===== src/rtl/vga_scan_out.sv =====
// Purpose : raster scan driver; presents x/y to a renderer, registers returned rgb plus aligned syncs to the VGA DAC.
// Latency : outputs for pixel (X,Y) update PIPE+1 pixel ticks after x=X, y=Y is presented; frame_tick is a 1-clock strobe.
// Backpressure: none; free-running raster, the renderer must meet the PIPE-tick contract.
//
// Ports:
//   clock, reset           system clock, synchronous active-high reset
//   x, y, active           current raster position (19-bit, unmasked) and visible-area flag
//   rgb                    renderer colour {R,G,B}, valid at the tick edge PIPE ticks after its coordinate
//   vga_r/g/b, hsync, vsync, blank_n   registered DAC outputs, mutually aligned
//   pix_tick               one-clock strobe per pixel boundary
//   frame_tick             one-clock pulse when the raster enters vertical blanking
module vga_scan_out #(
    parameter int CLK_DIV  = 2,
    parameter int H_ACTIVE = 640,
    parameter int H_FP     = 16,
    parameter int H_SYNC   = 96,
    parameter int H_BP     = 48,
    parameter int V_ACTIVE = 480,
    parameter int V_FP     = 10,
    parameter int V_SYNC   = 2,
    parameter int V_BP     = 33,
    parameter int PIPE     = 1
) (
    input  logic        clock,
    input  logic        reset,
    output logic [18:0] x,
    output logic [18:0] y,
    output logic        active,
    input  logic [23:0] rgb,
    output logic [7:0]  vga_r,
    output logic [7:0]  vga_g,
    output logic [7:0]  vga_b,
    output logic        hsync,
    output logic        vsync,
    output logic        blank_n,
    output logic        pix_tick,
    output logic        frame_tick
);

    localparam int H_TOTAL = H_ACTIVE + H_FP + H_SYNC + H_BP;
    localparam int V_TOTAL = V_ACTIVE + V_FP + V_SYNC + V_BP;

    // A 1-bit divider is kept even for CLK_DIV = 1; it then sits at 0 and
    // pix_tick stays permanently high.
    localparam int              DIV_W    = (CLK_DIV > 1) ? $clog2(CLK_DIV) : 1;
    localparam logic [DIV_W-1:0] DIV_LAST = DIV_W'(CLK_DIV - 1);

    localparam logic [18:0] X_LAST     = 19'(H_TOTAL - 1);
    localparam logic [18:0] Y_LAST     = 19'(V_TOTAL - 1);
    localparam logic [18:0] X_ACT_END  = 19'(H_ACTIVE);
    localparam logic [18:0] Y_ACT_END  = 19'(V_ACTIVE);
    localparam logic [18:0] Y_ACT_LAST = 19'(V_ACTIVE - 1);
    localparam logic [18:0] HS_BEGIN   = 19'(H_ACTIVE + H_FP);
    localparam logic [18:0] HS_END     = 19'(H_ACTIVE + H_FP + H_SYNC);
    localparam logic [18:0] VS_BEGIN   = 19'(V_ACTIVE + V_FP);
    localparam logic [18:0] VS_END     = 19'(V_ACTIVE + V_FP + V_SYNC);

    // Delay-line entries are {hs, vs, act}; reset fill is "idle, blanked".
    localparam logic [2:0] DLY_IDLE = 3'b110;

    logic [DIV_W-1:0]     div_q;
    logic                 raw_hs;
    logic                 raw_vs;
    logic [PIPE-1:0][2:0] dly_q;
    logic [23:0]          rgb_q;
    logic                 dly_hs;
    logic                 dly_vs;
    logic                 dly_act;

    // ---------------------------------------------------------------
    // Pixel-clock divider
    // ---------------------------------------------------------------
    assign pix_tick = (div_q == DIV_LAST);

    always_ff @(posedge clock) begin
        if (reset) begin
            div_q <= '0;
        end else if (pix_tick) begin
            div_q <= '0;
        end else begin
            div_q <= div_q + DIV_W'(1);
        end
    end

    // ---------------------------------------------------------------
    // Raster counters
    // ---------------------------------------------------------------
    always_ff @(posedge clock) begin
        if (reset) begin
            x <= '0;
            y <= '0;
        end else if (pix_tick) begin
            if (x == X_LAST) begin
                x <= '0;
                y <= (y == Y_LAST) ? 19'd0 : y + 19'd1;
            end else begin
                x <= x + 19'd1;
            end
        end
    end

    // ---------------------------------------------------------------
    // Stage-0 decode from the presented coordinate
    // ---------------------------------------------------------------
    assign active = (x < X_ACT_END) && (y < Y_ACT_END);
    assign raw_hs = !((x >= HS_BEGIN) && (x < HS_END));
    assign raw_vs = !((y >= VS_BEGIN) && (y < VS_END));

    // ---------------------------------------------------------------
    // Sync/active delay line, PIPE ticks deep
    // ---------------------------------------------------------------
    always_ff @(posedge clock) begin
        if (reset) begin
            for (int i = 0; i < PIPE; i++) begin
                dly_q[i] <= DLY_IDLE;
            end
        end else if (pix_tick) begin
            dly_q[0] <= {raw_hs, raw_vs, active};
            for (int i = 1; i < PIPE; i++) begin
                dly_q[i] <= dly_q[i-1];
            end
        end
    end

    assign {dly_hs, dly_vs, dly_act} = dly_q[PIPE-1];

    // ---------------------------------------------------------------
    // Colour capture. The renderer's answer for a pixel is valid at the
    // tick edge PIPE ticks after its coordinate, one tick before the
    // delayed syncs reach the output stage, so it is held here for one
    // tick to land on the same edge as hsync/vsync/blank_n.
    // ---------------------------------------------------------------
    always_ff @(posedge clock) begin
        if (reset) begin
            rgb_q <= '0;
        end else if (pix_tick) begin
            rgb_q <= rgb;
        end
    end

    // ---------------------------------------------------------------
    // Output register: all DAC-side signals change on the same edge.
    // Colour is forced black outside the visible area.
    // ---------------------------------------------------------------
    always_ff @(posedge clock) begin
        if (reset) begin
            hsync   <= 1'b1;
            vsync   <= 1'b1;
            blank_n <= 1'b0;
            vga_r   <= '0;
            vga_g   <= '0;
            vga_b   <= '0;
        end else if (pix_tick) begin
            hsync   <= dly_hs;
            vsync   <= dly_vs;
            blank_n <= dly_act;
            if (dly_act) begin
                {vga_r, vga_g, vga_b} <= rgb_q;
            end else begin
                {vga_r, vga_g, vga_b} <= 24'h000000;
            end
        end
    end

    // ---------------------------------------------------------------
    // Frame tick: high during the clock in which the counters read
    // (0, V_ACTIVE), i.e. registered from the advance that produces it.
    // ---------------------------------------------------------------
    always_ff @(posedge clock) begin
        if (reset) begin
            frame_tick <= 1'b0;
        end else begin
            frame_tick <= pix_tick && (x == X_LAST) && (y == Y_ACT_LAST);
        end
    end

endmodule


===== config.mk =====
export PLATFORM = sky130hd
export DESIGN_NAME = vga_scan_out
export DESIGN_NICKNAME = d
export VERILOG_FILES = /design/src/rtl/vga_scan_out.sv
export SDC_FILE = /design/constraint.sdc
export NUM_CORES = 1
export LEC_CHECK = 0
export ABC_AREA = 0
export BUFFER_PORTS_ARGS = -buffer_cell sky130_fd_sc_hd__buf_2
export CAP_MARGIN = 5
export CORE_ASPECT_RATIO = 0.9
export CORE_MARGIN = 10
export CORE_UTILIZATION = 57
export DETAILED_ROUTE_END_ITERATION = 10
export PLACE_DENSITY = 0.95
export SYNTH_ARGS = -nofsm -noshare
export SYNTH_HDL_FRONTEND = slang
export SYNTH_SLANG_ARGS = --single-unit

===== constraint.sdc =====
create_clock -name clock -period 4.4 [get_ports clock]
set_input_delay 0 -clock clock [delete_from_list [all_inputs] [get_ports clock]]
set_output_delay 0 -clock clock [all_outputs]
set_load 0.01 [all_outputs]

After elaboration in Yosys (flattened, before gate mapping)
Cells that the tools add are included.
{"block": "word_totals", "reg_bits": 94, "elab_cells": 38}
{"block": "op_classes", "n_reduce_logical": 9, "n_addsub": 3, "order_cmp": 6, "mux": 5, "eq_ne": 3}
{"operator": "adder 19 x 1 -> 19 bit, second input constant", "count": 2}
{"operator": "== test 19 x 10 -> 1 bit, second input constant", "count": 2}
{"operator": "less-than comparator 19 x 10 -> 1 bit, second input constant", "count": 2}
{"operator": "less-than comparator 19 x 9 -> 1 bit, second input constant", "count": 2}
{"operator": "2-to-1 mux 19 bit", "count": 2}
{"operator": "2-to-1 mux 8 bit", "count": 3}
{"operator": "== test 19 x 9 -> 1 bit, second input constant", "count": 1}
{"operator": ">= comparator 19 x 10 -> 1 bit, second input constant", "count": 1}
{"operator": ">= comparator 19 x 9 -> 1 bit, second input constant", "count": 1}
{"operator": "logical AND 1 bit", "count": 5}
{"operator": "zero test 1 bit", "count": 2}
{"operator": "AND reduction 2 bit", "count": 1}
{"operator": "OR reduction 2 bit", "count": 1}
{"operator": "adder 1 bit, second input constant", "count": 1}

Logic depth before layout (Yosys ltp)
Gate-level depths: netlist (run 1).
{"block": "depth", "word_depth": 3, "depth_mapped": 7}

Worst setup path after synthesis (run 1)
Ideal clock, no wire load.
{"block": "synth_timing", "path_type": "register to register", "from": "register y[6]", "to": "register y[10]", "stages_incl_launch_ff": 6, "path_buffers": 1, "period_less_slack_ps": 1892, "t_arrival_ps": 1777, "path_slack_ps": 2508, "cell_sequence": "dfxtp_1 > or3_1 > or4_4 > o41ai_4 > buf_6 > nor2_1"}
{"block": "synth_via", "elab_chain_len": 2}
{"element": "start: declaration", "line_no": "27", "source": "output logic [18:0] y,"}
{"element": "start signal: assignment", "line_no": "95", "source": "y <= (y == Y_LAST) ? 19'd0 : y + 19'd1;"}
{"element": "adder 19 x 1 -> 19 bit / == test 19 x 10 -> 1 bit (equally long branches)", "line_no": "95"}
{"element": "2-to-1 mux 19 bit *", "line_no": "95"}
Mark *: on every way between the ends. The rest lies on a longest branch, timed or not.
A chain may end at the register's enable or synchronous reset.

Worst setup path after layout (run 1)
{"block": "layout_timing", "from": "register x[13]", "to": "register y[14]"}
{"block": "layout_via", "elab_chain_len": 2}
{"element": "start: declaration", "line_no": "26", "source": "output logic [18:0] x,"}
{"element": "start signal: assignment", "line_no": "97", "source": "x <= x + 19'd1;"}
{"element": "== test 19 x 10 -> 1 bit", "line_no": "93", "source": "if (x == X_LAST) begin"}
{"element": "AND reduction 2 bit (no line)"}
No other way between the ends.

==> results of run 1 <==
[worst paths after layout]
| kind | depth (start not counted) | slack, ns | endpoint | startpoint |
|---|---|---|---|---|
| min | 2 | 0.12 | rgb_q[21] | reset |
| max | 4 | 1.63 | y[14] | x[13] |
| max reg2reg | 4 | 1.63 | y[14] | x[13] |
| min reg2reg | 1 | 0.46 | blank_n | blank_n |
[cells in the mapped netlist, drive strengths merged]
library cell,count,area share [%]
and2,2,0.33
nand2b,3,0.49
buf,11,1.6
a22o,24,5.5
nor3,10,1.3
o41ai,3,1.2
dfxtp,94,50
a21oi,3,0.39
nor2,65,6.4
o21ai,4,0.53
xor2,13,3.0
and4b,1,0.26
a21boi,1,0.20
or3,4,0.66
and4bb,1,0.33
nand4,15,2.9
nand2,21,2.1
a31o,2,0.46
nand3,11,1.4
o211ai,1,0.20
nor4,16,3.1
nand3b,1,0.20
nor3b,1,0.33
mux2i,27,7.1
or4,3,0.69
o21ba,1,0.26
or4b,1,0.26
inv,5,0.49
and3,7,1.2
clkbuf,13,1.3
a21o,1,0.20
ha,3,0.99
and4,3,0.72
xnor2,19,4.4
[sequential cells by signal, summed over array words and instances (netlist names)]
name / count
y: 19
hsync: 1
x: 19
vga_r: 8
rgb_q: 24
vga_g: 8
vga_b: 8
blank_n: 1
frame_tick: 1
vsync: 1
dly_q: 3
pix_tick: 1
[layer usage]
metal / vias up / wire (um) / part of all wire, %
met5: - / 0 / 0
met4: 0 / 206 / 2.1
met3: 23 / 1050 / 11
li1: 1593 / - / -
met2: 154 / 4870 / 49
met1: 1584 / 3870 / 39
[final cells by class]
class | count | share of cell area, %
Inverter | 5 | 0.398
Timing Repair Buffer | 120 | 15.4
Clock inverter | 6 | 0.929
Multi-Input combinational cell | 267 | 38.0
Sequential cell | 94 | 39.9
Clock buffer | 10 | 2.92
Tap cell | 90 | 2.39
[cell families (layout without fill, tap and decap cells)]
family,after synthesis,count (layout)
AOI/OAI and AO/OA,40,40
xor gates and xnor gates,32,32
adders and majority gates,3,3
buffers and inverters,29,141
DFF,94,94
muxes,27,27
and+or+nand+nor,165,165
[timing repair]
action,CTS,global route
buffers inserted,0,0
hold buffers,24,0
hold endpoints to repair,24,0
[power breakdown]
group / total (mW) / switching [mW] / internal (mW)
registers: 0.885 / 0.0144 / 0.871
logic: 0.104 / 0.0531 / 0.0512
clock network: 0.529 / 0.305 / 0.224
total: 1.52 / 0.373 / 1.15
[metrics by stage]
| step | std cells | hold WS, ns | setup slack, ns |
|---|---|---|---|
| 2_1_floorplan | 390 | 0.134 | 2.51 |
| 3_3_place_gp | 552 | 0.234 | 1.76 |
| 3_5_place_dp | 552 | 0.244 | 1.66 |
| 4_1_cts | 592 | 0.122 | 1.64 |
| 5_1_grt | 592 | 0.148 | 1.44 |
| 6_report | 592 | 0.123 | 1.63 |
[worst reg2reg max path, stage by stage, from the launching register on]
cell	delay (ns)
dfxtp_1	0.39
nor4_2	0.28
nand3_1	0.68
o41ai_4	1.06
o21ba_2	0.26
==> summary.md, run 1 <==
| Metric | Value |
|---|---|
| Final hold vios | 0 |
| Multi-input logic area | 1790 sq um |
| Synth unique cells | 43 |
| Final setup fails | 0 |
| Via count | 3354 |
| Number of buffers created by CTS | 9 |
| Status | finished clean |
| Post-Synth XOR/XNOR Area | 7.37% |
| Routing usage on met3 | approximately 8% |
| WP buf/inv | 0 |
| Yosys reg bits | between 90 and 100 |
| Routed len/inst | between 15 and 20 um |
| Hold WC Path Type | input port to flip-flop |
| Max Root-Sink Buffers | 2 |
| Worst-path clk slew | 0.10 ns |
| Gr busiest metal | met2 |
| Yosys warnings | 0 |
| Core Box Area | 6520 sq um |
| Sum of negative setup slack | 0 ns |
| Fillcell total | 491 |
| RePlAce Congestion | 0.878 |
| Layout Nets | 526 |
| Clk_lat worst skew | 0.36 ns |
| Post-Syn Nets | between 400 and 500 |
| Number of global-route vias before repair | between 3000 and 4000 |
| Arrival time worst endpoint | slightly above 3 ns |
| Mapped Avg Cell Area | 9.75 sq um |
| Root Driver | clkbuf_8 |
| CP top delay family | compound AO/OA/AOI/OAI gates |
| Die ar. | between 10000 and 15000 sq um |
| M1 GR Usage | 20.9% |
| Min Tclk post-route | between 2 and 3 ns |
| Initial drt markers | about 180 |
| Critical setup path kind | flip-flop to flip-flop |
| Initial antenna violation count | 0 |
| CP peak stage delay | 1.05 ns |
| Initial core utilization | between 50% and 60% |
| Multiplexer area fraction after synthesis | 7.11% |
| Post-Synthesis Cell Area | 3800 sq um |
| Post-cts sizing count | 0 |
| Worst Path Required | 4.66 ns |
| GRT Util Overall | 19.0% |
| Layout cell share with drive strength beyond 1 | 25.3% |
| Diode count | 0 |
| Power Dens Cells | 322 nW/um^2 |
| I/O Buffers | 93 |
| DRT Pass-1 Iters | 5 |
| Die H | 97.5 um |
| PnR Total Power | 1.52 mW |
| Vias per Instance | between 5 and 6 |
| Fin crit share | a little over three fifths |
| Register area | 1880 sq um |
| Startpoint Class | flip-flop |
| CTS tree | built |
| Post-layout util | roughly 72% |
| GR Layer Usage met2 | 32.1% |
| Sequential share of the synthesized area | 49.5% |
| Worst-Margin Slew | 0.933 ns |
| Area Overhead vs Synth | 24.0% |
| LEAKAGE | 2.03 nW |
| Max VDD drop | around 0.24 mV |
| Post-DP Area | 4290 sq um |
| DRT antenna net count | 0 |
| Crit-path max FO | 22 |
| Slowest cell on the critical path | o41ai_4 |
| Most frequent cells in the layout | dfxtp_1 (93), buf_2 (93), nor2_1 (65) |
| Num rows | 28 |
| Relative slew slack | 37.8% |
| H-Tree Depth | 3 |
| First-pass GRT wire length | between 15 and 20 mm |
| Synth Area in Adders | less than 1% |
| Clk_skew | 0.00790 ns |
| Syn Inst Count | 390 |
| Io pins | 94 |
| Largest net degree at the start of global routing | 35 |
| Fin area | about 4700 sq um |
| Synth Area in Compound Gates | slightly below 9% |
| Post-detail-place hpwl | 6.48 mm |
| Setup crit end kind | flip-flop |
| F_max | around 360 MHz |
| Largest family of logic cells by synthesized area | simple AND/OR/NAND/NOR gates |
| DRC | 0 |
| Final slew viol count | 0 |
| CTS sink cnt | 94 |
| Max-Cap Viols | 0 |
| RSZ-0062 raised after global routing | false |
| Grt total ovfl | 0 |
| Post-Route WL | between 10 and 15 mm |
| Synth Area in Simple Gates | a little under a quarter |
| Die Wd | 106 um |
| Crit-path cells | nor4_2 -> nand3_1 -> o41ai_4 -> o21ba_2 |
Note: power is estimated with default switching activity, not from simulation.
==> run 2: changes to the inputs <==
--- a/config.mk
+++ b/config.mk
@@ -10,9 +10,9 @@
 export CAP_MARGIN = 5
 export CORE_ASPECT_RATIO = 0.9
 export CORE_MARGIN = 10
-export CORE_UTILIZATION = 57
+export CORE_UTILIZATION = 48
 export DETAILED_ROUTE_END_ITERATION = 10
-export PLACE_DENSITY = 0.95
+export PLACE_DENSITY = 0.86
 export SYNTH_ARGS = -nofsm -noshare
 export SYNTH_HDL_FRONTEND = slang
 export SYNTH_SLANG_ARGS = --single-unit
==> constraint.sdc (replaced) <==
create_clock -name clock -period 2.26 [get_ports clock]
set_input_delay 0 -clock clock [delete_from_list [all_inputs] [get_ports clock]]
set_output_delay 0 -clock clock [all_outputs]
set_load 0.01 [all_outputs]
==> summary.md, run 2 (same netlist as run 1, synthesis figures left out) <==
| Metric | Value |
|---|---|
| Max VDD drop | 0.494 mV (+110%) |
| DRT Pass-1 Iters | 5 (unchanged) |
| Post-cts sizing count | 0 (unchanged) |
| RePlAce Congestion | 0.892 (+1.6%) |
| Sum of negative setup slack | 0 ns (unchanged) |
| Layout Nets | 539 (+2.5%) |
| Crit-path cells | nor4_2 -> nand3_1 -> buf_12 -> nor4_1 -> a21boi_1 -> o21ba_2 |
| Number of global-route vias before repair | 3409 (+2.1%) |
| Worst Path Required | 2.50 ns (-2.16 ns) |
| Hold_buf cts | 25 (+4.2%) |
| Final setup fails | 0 (unchanged) |
| Relative slew slack | 24.3% (-14 points) |
| H-Tree Depth | 3 (unchanged) |
| Layout cell share with drive strength beyond 1 | 26.8% (+1.5 points) |
| Worst-path clk slew | 0.09 ns (about the same) |
| Max Root-Sink Buffers | 2 (unchanged) |
| Post-CTS setup buffers | 0 (unchanged) |
| Die H | 104 um (+7.1%) |
| Clk_skew | 0.0120 ns (+0.00409 ns) |
| I/O Buffers | 93 (unchanged) |
| Vias per Instance | 5.42 (-4.4%) |
| Clk_lat worst skew | 0.35 ns (about the same) |
| Final hold vios | 0 (unchanged) |
| Root Driver | clkbuf_8 |
| Arrival time worst endpoint | 2.30 ns (-0.73 ns) |
| Initial drt markers | 123 (-33%) |
| Io pins | 94 (unchanged) |
| Post-detail-place hpwl | 7.04 mm (+8.6%) |
| Slowest cell on the critical path | nor4_1 |
| F_max | 486 MHz (+35%) |
| Crit-path max FO | 19 (-14%) |
| Critical setup path kind | flip-flop to flip-flop |
| Via count | 3311 (-1.3%) |
| DRC | 0 (unchanged) |
| LEAKAGE | 2.10 nW (+3.7%) |
| Initial antenna violation count | 0 (unchanged) |
| Max FFs per register | 24 (unchanged) |
| Status | finished clean |
| Core Box Area | 7620 sq um (+17%) |
| Grt total ovfl | 0 (unchanged) |
| Area Overhead vs Synth | 28.1% |
| RSZ-0062 raised after global routing | false |
| First-pass GRT wire length | 16.4 mm (-0.79%) |
| CP peak stage delay | 0.45 ns (-0.60 ns) |
| Most frequent cells in the layout | dfxtp_1 (93), buf_2 (93), nor2_1 (64) |
| Setup crit end kind | flip-flop |
| DRT antenna net count | 0 (unchanged) |
| Max-Cap Viols | 0 (unchanged) |
| Biggest register | rgb_q |
| Power Dens Cells | 641 nW/um^2 (+99%) |
| Worst-Margin Slew | 1.13 ns (+0.202 ns) |
| Initial core utilization | 49.9% (-8.4 points) |
| CTS sink cnt | 94 (unchanged) |
| Worst slack, placed | 0.243 ns (-1.42 ns) |
| Num rows | 30 (+7.1%) |
| Final slew viol count | 0 (unchanged) |
| Top Registers | rgb_q x24, x x19, y x19 |
| Startpoint Class | flip-flop |
| Min Tclk post-route | 2.06 ns (-0.712 ns) |
| Hold WC Path Type | input port to flip-flop |
| GRT Util Overall | 16.5% (-2.5 points) |
| Die ar. | 11900 sq um (+15%) |
| Routed len/inst | 16.4 um (-2.8%) |
| Diode count | 0 (unchanged) |
| Largest net degree at the start of global routing | 30 (-14%) |
| Setup slack after layout | 0.201 ns (-1.43 ns) |
| Post-Route WL | 10.0 mm (+0.31%) |
| Number of buffers created by CTS | 9 (unchanged) |
| Die Wd | 114 um (+7.3%) |
| Fin crit share | 91.1% (+28 points) |
| CTS tree | built |
## run 2: per-stage QoR
stage          power (mW)  hold WS [ns]  std cells  util, %  cell area, sq um
2_1_floorplan        1.87         0.134        390        -              3800
3_3_place_gp         1.92         0.235        570     57.8              4410
3_5_place_dp         1.93         0.242        570     57.8              4410
4_1_cts              3.16         0.392        611     63.9              4870
5_1_grt              3.24         0.418        611     63.9              4870
6_report             3.12         0.409        611     63.9              4870
## run 2: per-layer routing
metal / up-vias / routed length, um / global-route usage, %
met5: - / 0 / 0
met4: 0 / 106 / 4.56
met3: 12 / 927 / 7.79
met2: 117 / 5000 / 27.6
met1: 1567 / 4010 / 18.1
li1: 1615 / - / -
## run 2: cell type report
class                      count  area (sq um)
clock inverter                 5          83.8
fill                         628          2750
sequential                    94          1880
timing repair buffer         133           841
clock buffer                  11           131
tap                           96           120
multi-input combinational    267          1790
inverter                       5          18.8
## run 2: critical path: cells and delay by family, from the launching register on
family / cells / cell delay, ns
AND/OR/NAND/NOR: 3 / 0.97
flip-flops: 1 / 0.39
AO/OA/AOI/OAI: 2 / 0.35
buffers and inverters: 1 / 0.24
## run 2: where the power goes
part	switching, mW	internal, mW	leakage [nW]
registers	0.0287	1.69	0.763
logic	0.102	0.104	1.24
clock network	0.569	0.626	0.0998
total	0.699	2.43	2.10
## run 2: worst paths after layout
kind                start        end  slack [ns]  depth (start not counted)
setup reg to reg    x[13]      y[14]        0.20                          6
hold reg to reg   blank_n    blank_n        0.46                          1
hold / removal    rgb[22]  rgb_q[22]        0.41                          4
setup / recovery    x[13]      y[14]        0.20                          6
